`src/rtl/logic_capture_core.sv`:
```
// Multi-channel logic-analyser capture engine: circular sample buffer with pre-trigger window,
// four trigger modes and a chronological 1-cycle read port. Optional LOGIC_CAPTURE_AUTOTRIG_EN adds a forced trigger.
module logic_capture_core #(
  parameter int CHANNELS = 5,
  parameter int DEPTH    = 60,
  parameter int ADDR_W   = 6,
  parameter int PRETRIG  = 3,
  parameter int CH_W     = 3
`ifdef LOGIC_CAPTURE_AUTOTRIG_EN
  , parameter int AUTO_SAMPLES = 1000
`endif
) (
  input  logic                clk,
  input  logic                rst_n,
  input  logic                sample_en,
  input  logic [CHANNELS-1:0] din,
  input  logic                arm,
  input  logic                abort,
  input  logic [1:0]          trig_mode,
  input  logic [CH_W-1:0]     trig_chan,
  input  logic [CHANNELS-1:0] trig_pattern,
  input  logic [CHANNELS-1:0] trig_mask,
  output logic                busy,
  output logic                done,
  output logic                triggered,
  input  logic [ADDR_W-1:0]   rd_addr,
  output logic [CHANNELS-1:0] rd_data
`ifdef LOGIC_CAPTURE_AUTOTRIG_EN
  , output logic              auto_trig
`endif
);

  localparam int CW = ADDR_W + 1;
  localparam logic [ADDR_W-1:0] WP_LAST = ADDR_W'(DEPTH - 1);
  localparam logic [CW-1:0]     PRE_N   = CW'(PRETRIG);
  localparam logic [CW-1:0]     POST_N  = CW'(DEPTH - PRETRIG);
  localparam logic [CW-1:0]     DEPTH_N = CW'(DEPTH);
  localparam logic [CH_W:0]     CH_N    = (CH_W + 1)'(CHANNELS);

  typedef enum logic [2:0] {S_IDLE, S_PREFILL, S_ARMED, S_POST, S_DONE} state_t;
  state_t state_q, state_d;

  logic [CHANNELS-1:0] mem_q [DEPTH];
  logic [ADDR_W-1:0]   wp_q, ta_q;
  logic [CW-1:0]       pre_q, post_q;
  logic [CHANNELS-1:0] prev_q, pat_q, mask_q, rd_data_q;
  logic                prev_vld_q;
  logic [1:0]          mode_q;
  logic [CH_W-1:0]     chan_q;

  logic                wr_en, ld_cfg, trig_fire, raw_hit, hit, force_hit, chan_ok;
  logic [CHANNELS-1:0] cur_sh, prv_sh;
  logic [CW-1:0]       ta_ext, base, sum, phys;

  always_comb begin
    chan_ok = {1'b0, chan_q} < CH_N;
    cur_sh  = din >> chan_q;
    prv_sh  = prev_q >> chan_q;
    case (mode_q)
      2'd0:    raw_hit = 1'b1;
      2'd1:    raw_hit = prev_vld_q & chan_ok & (cur_sh[0] ^ prv_sh[0]);
      2'd2:    raw_hit = prev_vld_q & chan_ok & cur_sh[0] & ~prv_sh[0];
      default: raw_hit = ((din ^ pat_q) & mask_q) == '0;
    endcase
    hit = raw_hit | force_hit;
  end

`ifdef LOGIC_CAPTURE_AUTOTRIG_EN
  localparam int AW = $clog2(AUTO_SAMPLES + 1);
  localparam logic [AW-1:0] AUTO_N = AW'(AUTO_SAMPLES);
  logic [AW-1:0] auto_cnt_q;
  logic          auto_trig_q;
  assign force_hit = (auto_cnt_q == AUTO_N);
  assign auto_trig = auto_trig_q;

  always_ff @(posedge clk) begin
    if (!rst_n) begin
      auto_cnt_q  <= '0;
      auto_trig_q <= 1'b0;
    end else if (ld_cfg) begin
      auto_cnt_q  <= '0;
      auto_trig_q <= 1'b0;
    end else if (state_q == S_ARMED && wr_en) begin
      if (!hit) auto_cnt_q <= auto_cnt_q + 1'b1;
      if (force_hit && !raw_hit) auto_trig_q <= 1'b1;
    end
  end
`else
  assign force_hit = 1'b0;
`endif

  always_comb begin
    state_d   = state_q;
    wr_en     = 1'b0;
    ld_cfg    = 1'b0;
    trig_fire = 1'b0;
    if (abort) begin
      state_d = S_IDLE;
    end else begin
      case (state_q)
        S_IDLE, S_DONE: if (arm) begin
          ld_cfg  = 1'b1;
          state_d = (PRETRIG == 0) ? S_ARMED : S_PREFILL;
        end
        S_PREFILL: if (sample_en) begin
          wr_en = 1'b1;
          if (pre_q + 1'b1 == PRE_N) state_d = S_ARMED;
        end
        S_ARMED: if (sample_en) begin
          wr_en = 1'b1;
          if (hit) begin
            trig_fire = 1'b1;
            state_d   = (POST_N == CW'(1)) ? S_DONE : S_POST;
          end
        end
        S_POST: if (sample_en) begin
          wr_en = 1'b1;
          if (post_q + 1'b1 == POST_N) state_d = S_DONE;
        end
        default: state_d = S_IDLE;
      endcase
    end
  end

  // Oldest sample sits PRETRIG slots behind the trigger; both wraps are a single add/subtract.
  always_comb begin
    ta_ext = {1'b0, ta_q};
    base   = (ta_ext >= PRE_N) ? ta_ext - PRE_N : ta_ext + DEPTH_N - PRE_N;
    sum    = base + {1'b0, rd_addr};
    phys   = (sum >= DEPTH_N) ? sum - DEPTH_N : sum;
  end

  always_ff @(posedge clk) begin
    if (wr_en) mem_q[wp_q] <= din;
  end

  always_ff @(posedge clk) begin
    if (!rst_n) begin
      state_q    <= S_IDLE;
      wp_q       <= '0;
      ta_q       <= '0;
      pre_q      <= '0;
      post_q     <= '0;
      prev_q     <= '0;
      prev_vld_q <= 1'b0;
      mode_q     <= '0;
      chan_q     <= '0;
      pat_q      <= '0;
      mask_q     <= '0;
      rd_data_q  <= '0;
    end else begin
      state_q   <= state_d;
      rd_data_q <= ({1'b0, rd_addr} < DEPTH_N) ? mem_q[phys[ADDR_W-1:0]] : '0;
      if (ld_cfg) begin
        mode_q     <= trig_mode;
        chan_q     <= trig_chan;
        pat_q      <= trig_pattern;
        mask_q     <= trig_mask;
        pre_q      <= '0;
        post_q     <= '0;
        prev_vld_q <= 1'b0;
      end
      if (wr_en) begin
        wp_q       <= (wp_q == WP_LAST) ? '0 : wp_q + 1'b1;
        prev_q     <= din;
        prev_vld_q <= 1'b1;
        if (state_q == S_PREFILL) pre_q <= pre_q + 1'b1;
        if (state_q == S_POST) post_q <= post_q + 1'b1;
      end
      if (trig_fire) begin
        ta_q   <= wp_q;
        post_q <= CW'(1);
      end
    end
  end

  assign busy      = (state_q == S_PREFILL) || (state_q == S_ARMED) || (state_q == S_POST);
  assign done      = (state_q == S_DONE);
  assign triggered = trig_fire & rst_n;
  assign rd_data   = rd_data_q;

endmodule

```
`config.mk`:
```
export PLATFORM = sky130hd
export DESIGN_NAME = logic_capture_core
export DESIGN_NICKNAME = d
export VERILOG_FILES = /design/src/rtl/logic_capture_core.sv
export SDC_FILE = /design/constraint.sdc
export NUM_CORES = 1
export LEC_CHECK = 0
export BUFFER_PORTS_ARGS = -buffer_cell sky130_fd_sc_hd__buf_4
export CORE_ASPECT_RATIO = 1.4
export CORE_UTILIZATION = 56
export DETAILED_ROUTE_END_ITERATION = 7
export HOLD_SLACK_MARGIN = 0.1
export PLACE_DENSITY_LB_ADDON = 0.25
export SKIP_LAST_GASP = 1
export SLEW_MARGIN = 20
export SYNTH_ARGS = -nofsm -noshare
export SYNTH_HDL_FRONTEND = slang
export SYNTH_SLANG_ARGS = --single-unit
```
`constraint.sdc`:
```
create_clock -name clk -period 4 [get_ports clk]
set_input_delay 0 -clock clk [delete_from_list [all_inputs] [get_ports clk]]
set_output_delay 0 -clock clk [all_outputs]
set_load 0.02 [all_outputs]
```
**Word-level counts from Yosys, hierarchy flattened**

Memories as Yosys holds them, arrays and structs flattened. A register that Yosys moved wholly into a read port is not among the register bits.
Index checks and enable logic that the tools add are counted.
Widths: inputs -> output; s select.

- Register bits: 50
- RAM bits: 300
- Logic and storage cells: 99
- Memories: 1

Memories:

| memory | words | width | rd ports | clocked after memory_dff | wr ports | RTL line | text |
|---|---|---|---|---|---|---|---|
| mem_q | 60 | 5 | 1 | 1 | 1 | 43 | `logic [CHANNELS-1:0] mem_q [DEPTH];` |

- Add/sub/neg operators: 8
- Magnitude comparators: 4
- Equal/unequal tests: 16
- Shift-type cells: 2
- Muxes and demuxes: 33
- Bitwise logic cells: 10
- Reduce and logical (&&, ||, !) cells: 13

Operators by type and width:

| kind | count |
|---|---|
| $mux 7 | 7 |
| $mux 3 | 7 |
| $mux 1 | 15 |
| $add 7x1->7 const B | 2 |
| $ne 2x2->1 const B | 7 |
| $mux 6 | 2 |
| $pmux 3 s4 | 1 |
| $shr 5x3->1 | 2 |
| $add 6x6->7 const B | 1 |
| $add 7x6->7 | 1 |
| $eq 7x2->1 const B | 1 |
| $eq 7x6->1 const B | 1 |
| $ge 7x6->1 const B | 1 |
| $reduce_and 7->1 | 1 |
| $sub 6x2->7 const B | 1 |
| $sub 7x2->7 const B | 1 |
| $add 6x1->6 const B | 1 |
| $eq 3x2->1 const B | 2 |
| $eq 6x6->1 const B | 1 |
| $ge 6x2->1 const B | 1 |
| $lt 6x6->1 const B | 1 |
| $reduce_or 2->1 | 3 |
| $sub 6x6->6 const B | 1 |
| $and 1x1->1 | 5 |
| other kinds (18) | 20 |

**Logic depth before layout (Yosys ltp)**

- Depth in word-level cells: 10
- Mapped depth: 21

**Worst setup path after synthesis**

No wires, ideal clock.

- Path type: register -> register
- Start point: register ta_q[0]
- End point: register rd_data_q[0], in the netlist rd_data[0] (read register of mem_q)
- Arrival time: 4,366 ps
- Setup slack: -486 ps
- Stages on the path, launching flop included: 22
- Path buffers: 4
- Period minus slack after synthesis: 4,486 ps
- Cells stage by stage: dfxtp_1 ha_1 a211oi_1 a21o_1 ha_1 a21oi_1 a21boi_0 or2_1 clkbuf_1 inv_2 clkbuf_1 ha_1 nand2_1 o32ai_2 a32oi_4 xnor2_1 buf_2 buf_4 o221ai_1 o21ai_1 o21ai_0 a211o_1

- Cells in the longest elaborated chain, start to end: 6
- Elaborated cells on any way between the ends: 9
- Classes of those cells: add/sub (5); order compare (2); mux (2)

Ends and longest elaborated chain:

| item | RTL line | text |
|---|---|---|
| start, declared | 44 | `logic [ADDR_W-1:0] wp_q, ta_q;` |
| start signal, assigned | 171 | `ta_q <= wp_q;` |
| $add 6x6->7 | 128 | `base = (ta_ext >= PRE_N) ? ta_ext - PRE_N : ta_ext + DEPTH_N - PRE_N;` |
| $sub 7x2->7 | 128 |  |
| $mux 7 (*) | 128 |  |
| $add 7x6->7 (*) | 129 | `sum = base + {1'b0, rd_addr};` |
| $sub 6x6->6 / $ge 7x6->1 (equally long branches) | 130 | `phys = (sum >= DEPTH_N) ? sum - DEPTH_N : sum;` |
| $mux 6 (*) | 130 |  |
| end, declared | 46 | `logic [CHANNELS-1:0] prev_q, pat_q, mask_q, rd_data_q;` |

Every way passes the cells marked *; elsewhere a longest branch is shown, timed or not.
A chain may end at the register's enable or synchronous reset.

**Worst setup path after layout**

- Start point: register ta_q[4]
- End point: register rd_data_q[3], in the netlist rd_data[3] (read register of mem_q)

The elaborated chain is that of the path after synthesis.

==> results.md <==
- Outcome: finished clean
- Hold-critical path depth: 2
- Startpoint types: flop
- # rows: 71
- Synth cell types: 73
- Vias in the first global route: between 9,000 and 10,000
- Post-synthesis sequential area ratio: 0.6561
- Syn_nets: between 1,000 and 1,500
- Nets: roughly 1,200
- Top post-synthesis cells by area: edfxtp_1 58%, mux4_2 11%, dfxtp_1 7.1%
- Synth async-reset ratio: 0
- Pwr dens: between 400 and 500 mW/mm2
- Hpwl dp: approximately 23,000 um
- Wirelength per Cell: about 23 um
- Largest net degree at the start of global routing: 64
- DRT Pass-1 Iters: 6
- Number of synthesized register bits: ~360
- Vias: around 9,400
- Pre-CTS WS: -0.09140 ns
- Data required, critical path: 4.41 ns
- Power consumption: between 8 and 9 mW
- # Max-Cap Violations: 0
- Fin. Hold Viols: 0
- Slew margin rel.: 0.3263
- Clock Skew: between 0.02 and 0.025 ns
- DR vias/cell: between 6 and 7
- Pleak: 6.170 nW
- Area leader, netlist: edfxtp_1
- CP max stage cell: xnor2_4
- Clk_lat worst skew: between 0.5 and 0.6 ns
- CTS tree: done
- Fin Setup TNS: 0 ns
- Starting Density: 0.5725
- Post-synth EDFFs: 300
- Worst-path clk slew: around 0.06 ns
- First-pass GRT wire length: 54,420 um
- Die Ht: roughly 200 um
- Worst VDD drop: between 0.4 and 0.5 mV
- Biggest cell delay along the critical path: approximately 0.34 ns
- H-Tree Depth: 2
- PnR worst setup slack: between 0.1 and 0.15 ns
- Congestion Overflow GR: 0
- Final GP Congestion: slightly below 0.9
- Worst-case reg-to-reg path depth: 20
- CP Data Arrival Time: 4.28 ns
- CTS Buffer Depth: 3
- DRT iter0 DRCs: ~880
- Syn Area/Cell: between 10 and 15 um2
- Capturing point of the worst reg2reg path: rd_data[3]
- Root buffer cell: clkbuf_16
- Final core occ: 0.6760
- Wirelength, routed: roughly 36,000 um
- Fmax achieved: 258.3 MHz
- Post-Syn Area: between 0.015 and 0.02 mm2
- Hold_sp: din[3]
- Launch point of the worst reg-to-reg path: ta_q[4]
- Crit Path Class: reg -> reg
- Die Wd: between 100 and 150 um
- Top cell type's share of synthesized area: 0.5846
- DRT antenna net count: 0
- Crit path cell chain: nor3_2, a211oi_2, a21o_1, ha_1, and3_4, nor3_4, or2_1, inv_4, ha_4, nand2_2, o32ai_4, a32oi_4, buf_12, xnor2_4, clkbuf_16, buf_4, mux2i_1, a21oi_1, nor2_1, o22ai_1
- Share of layout cells above drive strength 1: 0.2197
- Worst-Margin Slew: 1.004 ns
- Ant diodes: 0
- FF-to-FF setup slack: about 0.13 ns
- Core Box Area: around 0.027 mm2
- Post-layout minimum cycle time: 3.871 ns
- Initial antenna violation count: 1
- Die area: roughly 0.028 mm2
- Top FF cell, synth: edfxtp_1
- CTS Buf Count: 34
- Hold EP: mem_q[10][3]
- Pins Over Slew Limit: 0
- Final period util: 0.9678
- Tot GR Track Use: 0.2656
- Worst min-delay path class: in -> reg
- IO Port Bufs: 38
- Area Growth Syn to Fin: 18.08%
- Max FO, Critical Path: 10
- Total clock sinks: 355
- IO Pins: 39
- Crit. End Element: flop
- Drt drc: 0
- Synthesis Warnings: 0
- Mapped Cells: 1,041
- Setup-failing EPs final: 0
[state kept, by name (all words and copies together), names as in the netlist]
name,count
chan_q,3
mask_q,5
mem_q,300
mode_q,2
pat_q,5
post_q,7
pre_q,7
prev_q,5
prev_vld_q,1
rd_data,5
state_q,3
ta_q,6
wp_q,6
[final cells by class]
type	instances	area, um2
flip-flops and latches	355	10110
fillers	1816	8721
multi-input cells	615	5204
repair buffers	127	1164
clock buffers	40	894.6
well taps	365	456.7
clock inverters	22	284.0
inverters	20	81.33
[cells in the final DEF, fill, tap and decap left out, types with 16 or more instances in the layout]
| cell | n |
|---|---|
| edfxtp_1 | 300 |
| nor2_1 | 119 |
| nand2_1 | 84 |
| buf_4 | 81 |
| mux4_2 | 76 |
| dfxtp_1 | 53 |
| a21oi_1 | 51 |
| clkbuf_16 | 38 |
| dlygate4sd3_1 | 38 |
| mux2i_1 | 32 |
| nand3_1 | 23 |
| inv_1 | 17 |
| and3_1 | 16 |
[stage by stage]
step	cell area (um2)	cells	hold slack, ns
3_5_place_dp	16430	1436	0.2560
6_report	18200	1544	0.1830
5_1_grt	18200	1544	0.2042
3_3_place_gp	16430	1436	0.2470
2_1_floorplan	15560	1041	0.09887
4_1_cts	18010	1538	0.1866
[where the power goes]
part           total (mW)  switching (mW)  internal (mW)
Combinational       0.921           0.499          0.422
Clock                3.41            1.39           2.01
Sequential           4.05          0.0227           4.03
[critical path: cells and delay by family (launching register included)]
family	cells	cell delay [ns]
compound gates	6	0.85
flops	1	0.32
mux	1	0.19
buf+inv	4	0.68
fa+ha+maj	2	0.43
xor+xnor	1	0.34
simple gates	6	0.93
[Yosys cell counts, types with 5 or more instances]
master     count
a2111oi_0      5
a211o_1        7
a211oi_1      12
a21oi_1       53
and2_1         7
and3_1        17
buf_1          8
buf_2         14
clkbuf_1      25
dfxtp_1       55
edfxtp_1     300
ha_1          14
inv_1         18
mux2i_1       32
mux4_2        76
nand2_1       85
nand2b_1       6
nand3_1       23
nand4_1        5
nor2_1       119
nor2b_1       10
nor3_1        14
nor3b_1        6
o21ai_0       13
o22ai_1        8
or3_1          5
xnor2_1        5
xor2_1        14
[cell families (layout without fill, tap and decap cells)]
| group | Yosys count | count (layout) | share of synthesized area |
|---|---|---|---|
| flops | 355 | 355 | 0.6561 |
| compound gates | 148 | 148 | 0.06780 |
| fa+ha+maj | 15 | 15 | 0.01267 |
| simple gates | 318 | 318 | 0.09581 |
| buf+inv | 71 | 209 | 0.01941 |
| xor+xnor | 20 | 20 | 0.01185 |
| mux | 114 | 114 | 0.1364 |
[repair_timing]
item	in CTS	in global routing
pin swaps	1	10
resized for setup	0	13
setup endpoints to repair	1	4
cloned	0	3
endpoints found under the hold margin	90	0
buffers inserted	2	3
hold buffers	38	0
[metal layers]
layer / global-route usage / routed length [um]
met5: 0 / 0
met3: 0.04015 / 2128
met1: 0.3170 / 13270
met2: 0.4742 / 19160
met4: 0.1171 / 1468
[worst max path at each step]
stage                       start  cells past startpoint  slack, ns    endpoint
final                     ta_q[4]                     20       0.13  rd_data[3]
after global routing      ta_q[4]                     19      -0.03  rd_data[4]
after CTS                 ta_q[2]                     15       0.01  rd_data[1]
after detailed placement  ta_q[1]                     18      -0.09  rd_data[1]
after global placement    ta_q[1]                     18      -0.06  rd_data[1]
after floorplan           ta_q[1]                     19      0.006  rd_data[2]
Power figures use the tool's default switching activity.
